### src/rtl/uart_tx_mmio_pkg.sv
// Shared definitions for the memory-mapped UART transmitter: register map,
// STATUS/CTRL bit positions, FSM state encoding and the decoded bus request.
package uart_tx_mmio_pkg;

  // Word index = addr[3:2]
  localparam logic [1:0] REG_TXDATA = 2'd0;
  localparam logic [1:0] REG_STATUS = 2'd1;
  localparam logic [1:0] REG_CTRL   = 2'd2;
  localparam logic [1:0] REG_RSVD   = 2'd3;

  localparam int ST_BUSY    = 0;
  localparam int ST_FULL    = 1;
  localparam int ST_EMPTY   = 2;
  localparam int ST_OVF     = 3;
  localparam int ST_LVL_LSB = 8;

  localparam int CT_TX_EN  = 0;
  localparam int CT_IRQ_EN = 1;
  localparam int CT_FLUSH  = 2;

  typedef enum logic [2:0] {
    S_IDLE   = 3'd0,
    S_START  = 3'd1,
    S_DATA   = 3'd2,
    S_PARITY = 3'd3,
    S_STOP   = 3'd4
  } tx_state_e;

  typedef struct packed {
    logic        wr;
    logic        rd;
    logic [1:0]  word;
    logic [31:0] wdata;
  } bus_req_t;

  function automatic logic [31:0] status_word(input logic busy, input logic full,
                                              input logic empty, input logic ovf,
                                              input logic [7:0] level);
    logic [31:0] s;
    s = '0;
    s[ST_BUSY]                  = busy;
    s[ST_FULL]                  = full;
    s[ST_EMPTY]                 = empty;
    s[ST_OVF]                   = ovf;
    s[ST_LVL_LSB+7:ST_LVL_LSB]  = level;
    return s;
  endfunction

endpackage

### src/rtl/uart_tx_mmio_sync_fifo.sv
// Single-clock FIFO with first-word-fall-through output and a one-cycle flush.
// Flush takes priority over push/pop in the same cycle.
module sync_fifo #(
  parameter int WIDTH = 8,
  parameter int DEPTH = 16
) (
  input  logic                     clk,
  input  logic                     rst,
  input  logic                     push,
  input  logic                     pop,
  input  logic                     flush,
  input  logic [WIDTH-1:0]         din,
  output logic [WIDTH-1:0]         dout,
  output logic                     full,
  output logic                     empty,
  output logic [$clog2(DEPTH):0]   level
);

  localparam int AW = $clog2(DEPTH);

  logic [WIDTH-1:0] mem_q [DEPTH];
  logic [AW-1:0]    wr_ptr_q, wr_ptr_d;
  logic [AW-1:0]    rd_ptr_q, rd_ptr_d;
  logic [AW:0]      level_q, level_d;
  logic             do_push, do_pop;

  assign full    = (level_q == (AW+1)'(DEPTH));
  assign empty   = (level_q == '0);
  assign level   = level_q;
  assign dout    = mem_q[rd_ptr_q];

  // A push into a full FIFO is legal when the head leaves in the same cycle.
  assign do_pop  = pop & ~empty & ~flush;
  assign do_push = push & (~full | (pop & ~empty)) & ~flush;

  always_comb begin
    wr_ptr_d = wr_ptr_q;
    rd_ptr_d = rd_ptr_q;
    level_d  = level_q;
    if (flush) begin
      wr_ptr_d = '0;
      rd_ptr_d = '0;
      level_d  = '0;
    end else begin
      if (do_push) wr_ptr_d = wr_ptr_q + AW'(1);
      if (do_pop)  rd_ptr_d = rd_ptr_q + AW'(1);
      level_d = level_q + (AW+1)'(do_push) - (AW+1)'(do_pop);
    end
  end

  always_ff @(posedge clk) begin
    if (rst) begin
      wr_ptr_q <= '0;
      rd_ptr_q <= '0;
      level_q  <= '0;
    end else begin
      wr_ptr_q <= wr_ptr_d;
      rd_ptr_q <= rd_ptr_d;
      level_q  <= level_d;
    end
  end

  always_ff @(posedge clk) begin
    if (do_push) mem_q[wr_ptr_q] <= din;
  end

endmodule

### src/rtl/uart_tx_mmio.sv
// FIFO-buffered UART transmitter behind a small MMIO register file:
// TXDATA push, STATUS (sticky overflow), CTRL (tx_en, irq_en, flush pulse).
module uart_tx_mmio
  import uart_tx_mmio_pkg::*;
#(
  parameter int CLKS_PER_BIT = 434,
  parameter int FIFO_DEPTH   = 16,
  parameter int DATA_BITS    = 8,
  parameter int PARITY_EN    = 0,
  parameter int PARITY_ODD   = 0,
  parameter int STOP_BITS    = 1
) (
  input  logic        clk,
  input  logic        rst,
  input  logic        sel,
  input  logic        wr_en,
  input  logic        rd_en,
  input  logic [3:0]  addr,
  input  logic [31:0] wdata,
  output logic [31:0] rdata,
  output logic        tx,
  output logic        uart_busy,
  output logic        irq
);

  localparam int BW = (CLKS_PER_BIT > 1) ? $clog2(CLKS_PER_BIT) : 1;
  localparam int LW = $clog2(FIFO_DEPTH) + 1;
  localparam logic [BW-1:0] BAUD_LAST = BW'(CLKS_PER_BIT - 1);
  localparam logic [2:0]    DATA_LAST = 3'(DATA_BITS - 1);
  localparam logic [2:0]    STOP_LAST = 3'(STOP_BITS - 1);
  localparam logic          ODD       = (PARITY_ODD != 0);

  bus_req_t req;
  logic     push_req, flush, ovf_clr, ovf_set, ctrl_wr;
  logic     unused_bits;

  assign req.wr    = sel & wr_en;
  assign req.rd    = sel & rd_en;
  assign req.word  = addr[3:2];
  assign req.wdata = wdata;
  assign unused_bits = ^{addr[1:0], wdata};

  assign push_req = req.wr & (req.word == REG_TXDATA);
  assign ctrl_wr  = req.wr & (req.word == REG_CTRL);
  assign flush    = ctrl_wr & req.wdata[CT_FLUSH];
  assign ovf_clr  = req.wr & (req.word == REG_STATUS) & req.wdata[ST_OVF];

  logic                 fifo_push, fifo_pop, fifo_full, fifo_empty;
  logic [DATA_BITS-1:0] fifo_dout;
  logic [LW-1:0]        fifo_level;

  // A push colliding with a flush is dropped silently, not counted as overflow.
  assign fifo_push = push_req & ~flush & (~fifo_full | fifo_pop);
  assign ovf_set   = push_req & ~flush & fifo_full & ~fifo_pop;

  sync_fifo #(.WIDTH(DATA_BITS), .DEPTH(FIFO_DEPTH)) u_fifo (
    .clk   (clk),
    .rst   (rst),
    .push  (fifo_push),
    .pop   (fifo_pop),
    .flush (flush),
    .din   (req.wdata[DATA_BITS-1:0]),
    .dout  (fifo_dout),
    .full  (fifo_full),
    .empty (fifo_empty),
    .level (fifo_level)
  );

  tx_state_e            state_q, state_d;
  logic [BW-1:0]        baud_q, baud_d;
  logic [2:0]           bit_q, bit_d;
  logic [DATA_BITS-1:0] shift_q, shift_d;
  logic                 par_q, par_d;
  logic                 tx_q, tx_d;
  logic                 tx_en_q, tx_en_d;
  logic                 irq_en_q, irq_en_d;
  logic                 ovf_q, ovf_d;
  logic [31:0]          rdata_q, rdata_d;
  logic                 baud_end, load, busy;

  assign baud_end  = (baud_q == BAUD_LAST);
  assign busy      = (state_q != S_IDLE) | ~fifo_empty;
  assign uart_busy = busy;
  assign irq       = fifo_empty & irq_en_q;
  assign tx        = tx_q;
  assign rdata     = rdata_q;

  always_comb begin
    state_d  = state_q;
    baud_d   = baud_q;
    bit_d    = bit_q;
    shift_d  = shift_q;
    par_d    = par_q;
    tx_d     = tx_q;
    load     = 1'b0;
    fifo_pop = 1'b0;
    unique case (state_q)
      S_IDLE: begin
        tx_d = 1'b1;
        if (tx_en_q & ~fifo_empty) load = 1'b1;
      end
      S_START: begin
        if (baud_end) begin
          state_d = S_DATA;
          baud_d  = '0;
          bit_d   = '0;
          tx_d    = shift_q[0];
        end else baud_d = baud_q + BW'(1);
      end
      S_DATA: begin
        if (baud_end) begin
          baud_d = '0;
          if (bit_q == DATA_LAST) begin
            bit_d = '0;
            if (PARITY_EN != 0) begin
              state_d = S_PARITY;
              tx_d    = par_q;
            end else begin
              state_d = S_STOP;
              tx_d    = 1'b1;
            end
          end else begin
            bit_d   = bit_q + 3'd1;
            shift_d = {1'b0, shift_q[DATA_BITS-1:1]};
            tx_d    = shift_q[1];
          end
        end else baud_d = baud_q + BW'(1);
      end
      S_PARITY: begin
        if (baud_end) begin
          state_d = S_STOP;
          baud_d  = '0;
          bit_d   = '0;
          tx_d    = 1'b1;
        end else baud_d = baud_q + BW'(1);
      end
      S_STOP: begin
        if (baud_end) begin
          baud_d = '0;
          if (bit_q == STOP_LAST) begin
            // Chain straight into the next start bit when data is waiting.
            if (tx_en_q & ~fifo_empty) load = 1'b1;
            else begin
              state_d = S_IDLE;
              tx_d    = 1'b1;
            end
          end else bit_d = bit_q + 3'd1;
        end else baud_d = baud_q + BW'(1);
      end
      default: begin
        state_d = S_IDLE;
        tx_d    = 1'b1;
      end
    endcase
    if (load) begin
      fifo_pop = 1'b1;
      shift_d  = fifo_dout;
      par_d    = (^fifo_dout) ^ ODD;
      state_d  = S_START;
      baud_d   = '0;
      bit_d    = '0;
      tx_d     = 1'b0;
    end
  end

  always_comb begin
    tx_en_d  = tx_en_q;
    irq_en_d = irq_en_q;
    if (ctrl_wr) begin
      tx_en_d  = req.wdata[CT_TX_EN];
      irq_en_d = req.wdata[CT_IRQ_EN];
    end
    ovf_d   = ovf_set | (ovf_q & ~ovf_clr);
    rdata_d = rdata_q;
    if (req.rd) begin
      unique case (req.word)
        REG_STATUS: rdata_d = status_word(busy, fifo_full, fifo_empty, ovf_q, 8'(fifo_level));
        REG_CTRL:   rdata_d = {30'd0, irq_en_q, tx_en_q};
        default:    rdata_d = '0;
      endcase
    end
  end

  always_ff @(posedge clk) begin
    if (rst) begin
      state_q  <= S_IDLE;
      baud_q   <= '0;
      bit_q    <= '0;
      shift_q  <= '0;
      par_q    <= 1'b0;
      tx_q     <= 1'b1;
      tx_en_q  <= 1'b1;
      irq_en_q <= 1'b0;
      ovf_q    <= 1'b0;
      rdata_q  <= '0;
    end else begin
      state_q  <= state_d;
      baud_q   <= baud_d;
      bit_q    <= bit_d;
      shift_q  <= shift_d;
      par_q    <= par_d;
      tx_q     <= tx_d;
      tx_en_q  <= tx_en_d;
      irq_en_q <= irq_en_d;
      ovf_q    <= ovf_d;
      rdata_q  <= rdata_d;
    end
  end

endmodule
### config.mk
export PLATFORM = sky130hd
export DESIGN_NAME = uart_tx_mmio
export DESIGN_NICKNAME = d
export VERILOG_FILES = /design/src/rtl/uart_tx_mmio_pkg.sv /design/src/rtl/uart_tx_mmio_sync_fifo.sv /design/src/rtl/uart_tx_mmio.sv
export SDC_FILE = /design/constraint.sdc
export NUM_CORES = 1
export LEC_CHECK = 0
export BUFFER_PORTS_ARGS = -buffer_cell sky130_fd_sc_hd__buf_2
export CORE_ASPECT_RATIO = 0.9
export CORE_MARGIN = 2
export CORE_UTILIZATION = 63
export CTS_CLUSTER_SIZE = 14
export DETAILED_ROUTE_END_ITERATION = 10
export GPL_TIMING_DRIVEN = 0
export PLACE_DENSITY = 0.95
export REMOVE_ABC_BUFFERS = 1
export SKIP_LAST_GASP = 1
export SLEW_MARGIN = 0
export SYNTH_ARGS = -nofsm -noshare
export SYNTH_HDL_FRONTEND = slang
export SYNTH_SLANG_ARGS = --single-unit
export TNS_END_PERCENT = 20
### constraint.sdc
create_clock -name clk -period 5.6 [get_ports clk]
set_input_delay 0.28 -clock clk [delete_from_list [all_inputs] [get_ports clk]]
set_output_delay 0.28 -clock clk [all_outputs]
set_load 0.02 [all_outputs]
==> impl_results.md <==
* Top Ports at 76
* CTS Hold Bufs at 0
* Cts repair resizes at 0
* Detail Route Antenna Nets at 0
* Critical path buffer and inverter count at 3
* Gate count of the mapped netlist at 561
* Iter 0 DRT Violations at 759
* First-pass GRT wire length at 28,700 um
* Die Y at 110 um
* Gr ovfl total at 0
* Maximum vdd drop at around 0.41 mV
* Critical Path Source Type: flop
* IO Port Bufs at 26
* Initial antenna violation count at 0
* WL met1 at 6830 um
* DP Wirelength at 10,700 um
* Cell Chain, Critical Path: inv_1, ha_1, or4b_2, and3_1, nand3_1, inv_1, ha_1, inv_1, ha_1, fa_1, a21oi_1, nor2_1, nor2_1, xnor2_1, nor2_1
* 1st-pass router iterations at 7
* Pwr Total at 0.00348 W
* Vias at 5,171
* N_diodes at 0
* Die area at 13,300 um^2
* Worst-skew pair later-pin latency at between 400 and 500 ps
* CTS H-tree lvls at 4
* Asr flop ratio synth at 0%
* Layout cell share with drive strength beyond 1 at 15.4%
* Core Region at roughly 12,000 um^2
* Yosys warns at 0
* NumNets Final at 644
* Worst Path Arrival at about 3800 ps
* Met3 WL post-DR at 1960 um
* Max FO, Critical Path at 7
* Clock Pin Slew Worst Setup and Hold Paths at approximately 60 ps
* EDFF count, synth at between 100 and 150
* Cell Rows at 38
* Outcome: completed
* Pwr dens at 408 nW/um^2
* Vias/cell at approximately 6.8
* Clock sinks at ~180
* CTS Buf Count at 17
* Cell Area, Placed at roughly 8000 um^2
* Area contributors post-synth: edfxtp_1, dfxtp_1, mux4_2
* Total GRT Usage at 29.8%
* RSZ-0062 raised after global routing: no
* Max Cap Viol at 0
* Post-route setup TNS at 0 ps
* Worst Path Required at 5910 ps
* Critical path's slowest cell: or4b_2
* Lkg Pwr at 3.07 nW
* Avg Cell Area, Syn at 14.0 um^2
* Clock Tree Root: clkbuf_16
* Post-Route WL at 19,100 um
* Worst-Margin Slew at around 1100 ps
* RD Place Congestion at ~0.86
* Clock skew at 10.0 ps
* Worst-case clock buffer depth at 2
* Netlist cell types at 59
* Final min period at roughly 3400 ps
* DP Cell Count at 724
* HP Class: in2reg
* Synth top area share at 49.1%
* Finished Layout Cells at 756
* Top_reg_cell synth: edfxtp_1
* Tcrit/Tclk final at 61.5%
* Vias in the first global route at 4,982
* FF+latch count, synth at 181
* Post-CTS Setup Inserts at 0
* CP endpoint kind: flop
* Initial Util at 64.8%
* DRC at 0
* Die width at 121 um
* Kind of critical path: reg2reg
* Final setup fails at 0
* Hold_ws at 235 ps
* CTS tree: yes
* Max Slew Vio Count at 0
* Peak Freq at 290 MHz
* Cell area after synthesis at 7830 um^2
* Met2 Wirelength at 9460 um
* Fin area at 8540 um^2
* Per-cell routed wire length at 25.3 um
* Largest net degree at the start of global routing at 25
* Relative max-transition margin at 25.7%
* Register area share after synthesis at 62.7%
* Post-synth top area cell: edfxtp_1
* Top routing layer used: met4
* Fin. Hold Viols at 0
* Critical Path Max Stage Delay at 640 ps
* Delay-heaviest family, CP: simple AND/OR/NAND/NOR gates
* Layout area overhead at 9.14%
* Fillers at 688
[worst paths after layout]
kind         cells past startpoint             from  slack (ps)                  to
min                              1         wdata[7]         230  u_fifo.mem_q[9][7]
max reg2reg                     15  u_fifo.level[2]        2150     u_fifo.level[4]
max                             15  u_fifo.level[2]        2150     u_fifo.level[4]
min reg2reg                      2         rdata[1]         460            rdata[1]
[stage by stage]
step           worst slack (ps)  utilization (%)
2_1_floorplan              2260                -
3_3_place_gp               1680             65.9
3_5_place_dp               2040             66.1
4_1_cts                    2030             70.7
5_1_grt                    1950             70.7
6_report                   2150             70.7
[cell usage in the layout (no fill, tap or decap), drive strengths merged, types with 20 or more instances in the layout]
cell type,n
edfxtp,128
dfxtp,53
nor2,32
mux2i,29
a21oi,27
buf,27
nand2,24
clkbuf,24
conb,23
mux4,22
inv,22
and3,20
[layout make-up]
cell class / count / area [um^2] / share of cell area [%]
tap: 160 / 200 / 2.34
sequential: 181 / 4910 / 57.4
timing repair buffer: 27 / 150 / 1.76
clock buffer: 24 / 483 / 5.65
multi-input combinational: 334 / 2650 / 31.0
inverter: 22 / 82.6 / 0.967
clock inverter: 8 / 76.3 / 0.893
[Yosys cell counts, types with 2 or more instances]
cell type,count
inv_1,21
buf_4,26
a21oi_1,27
ha_1,19
mux2i_1,29
a21o_1,9
a221oi_1,12
nor3_1,5
nor4b_1,2
or3_1,4
or2_2,2
clkbuf_1,12
a22o_1,3
edfxtp_1,128
nor2b_1,5
mux4_2,22
xnor2_1,6
nor2_1,31
xor2_1,9
dfxtp_1,53
buf_1,3
nand3_1,16
buf_2,4
a22oi_1,13
nand2_1,24
and2_1,6
o21ai_0,11
o211ai_1,2
and3_1,19
nand4_1,9
[worst reg2reg max path, cell delays in order, from the launching register on]
cell and delay, ps:
dfxtp_1 340, inv_1 100, ha_1 210, or4b_2 640
and3_1 300, nand3_1 160, inv_1 70, ha_1 280
inv_1 60, ha_1 210, fa_1 420, a21oi_1 160
nor2_1 60, nor2_1 120, xnor2_1 140, nor2_1 50
[power by group]
part / switching (W) / internal (W)
combinational: 0.000408 / 0.000326
sequential: 0.000113 / 0.00150
clock: 0.000491 / 0.000650
[state kept, by name (all words and copies together), names as in the netlist, named ones only]
signal           flops
irq_en_q             1
ovf_q                1
shift_q              8
u_fifo.mem_q       128
rdata                9
tx                   1
u_fifo.level         5
tx_en_q              1
u_fifo.rd_ptr_q      4
bit_q                3
u_fifo.wr_ptr_q      4
state_q              3
baud_q               9
[kinds of logic (layout without fill, tap and decap cells)]
family	count (synthesis)	after routing	share of synthesized area, %
AO/OA/AOI/OAI	88	88	7.91
XOR/XNOR	15	15	1.68
adder cells (fa/ha/maj)	20	20	3.29
buffers and inverters	68	81	4.67
flip-flops	181	181	62.7
multiplexers	51	51	10.0
other	1	23	0.0479
AND/OR/NAND/NOR	137	137	9.70
[metal layers]
metal  vias up  global-route usage, %
met5         -                      0
met4         0                   14.3
met3        88                   5.86
met2       418                   49.3
met1      2539                   38.4
li1       2126                      -
Note: power is estimated with default switching activity, not from simulation.
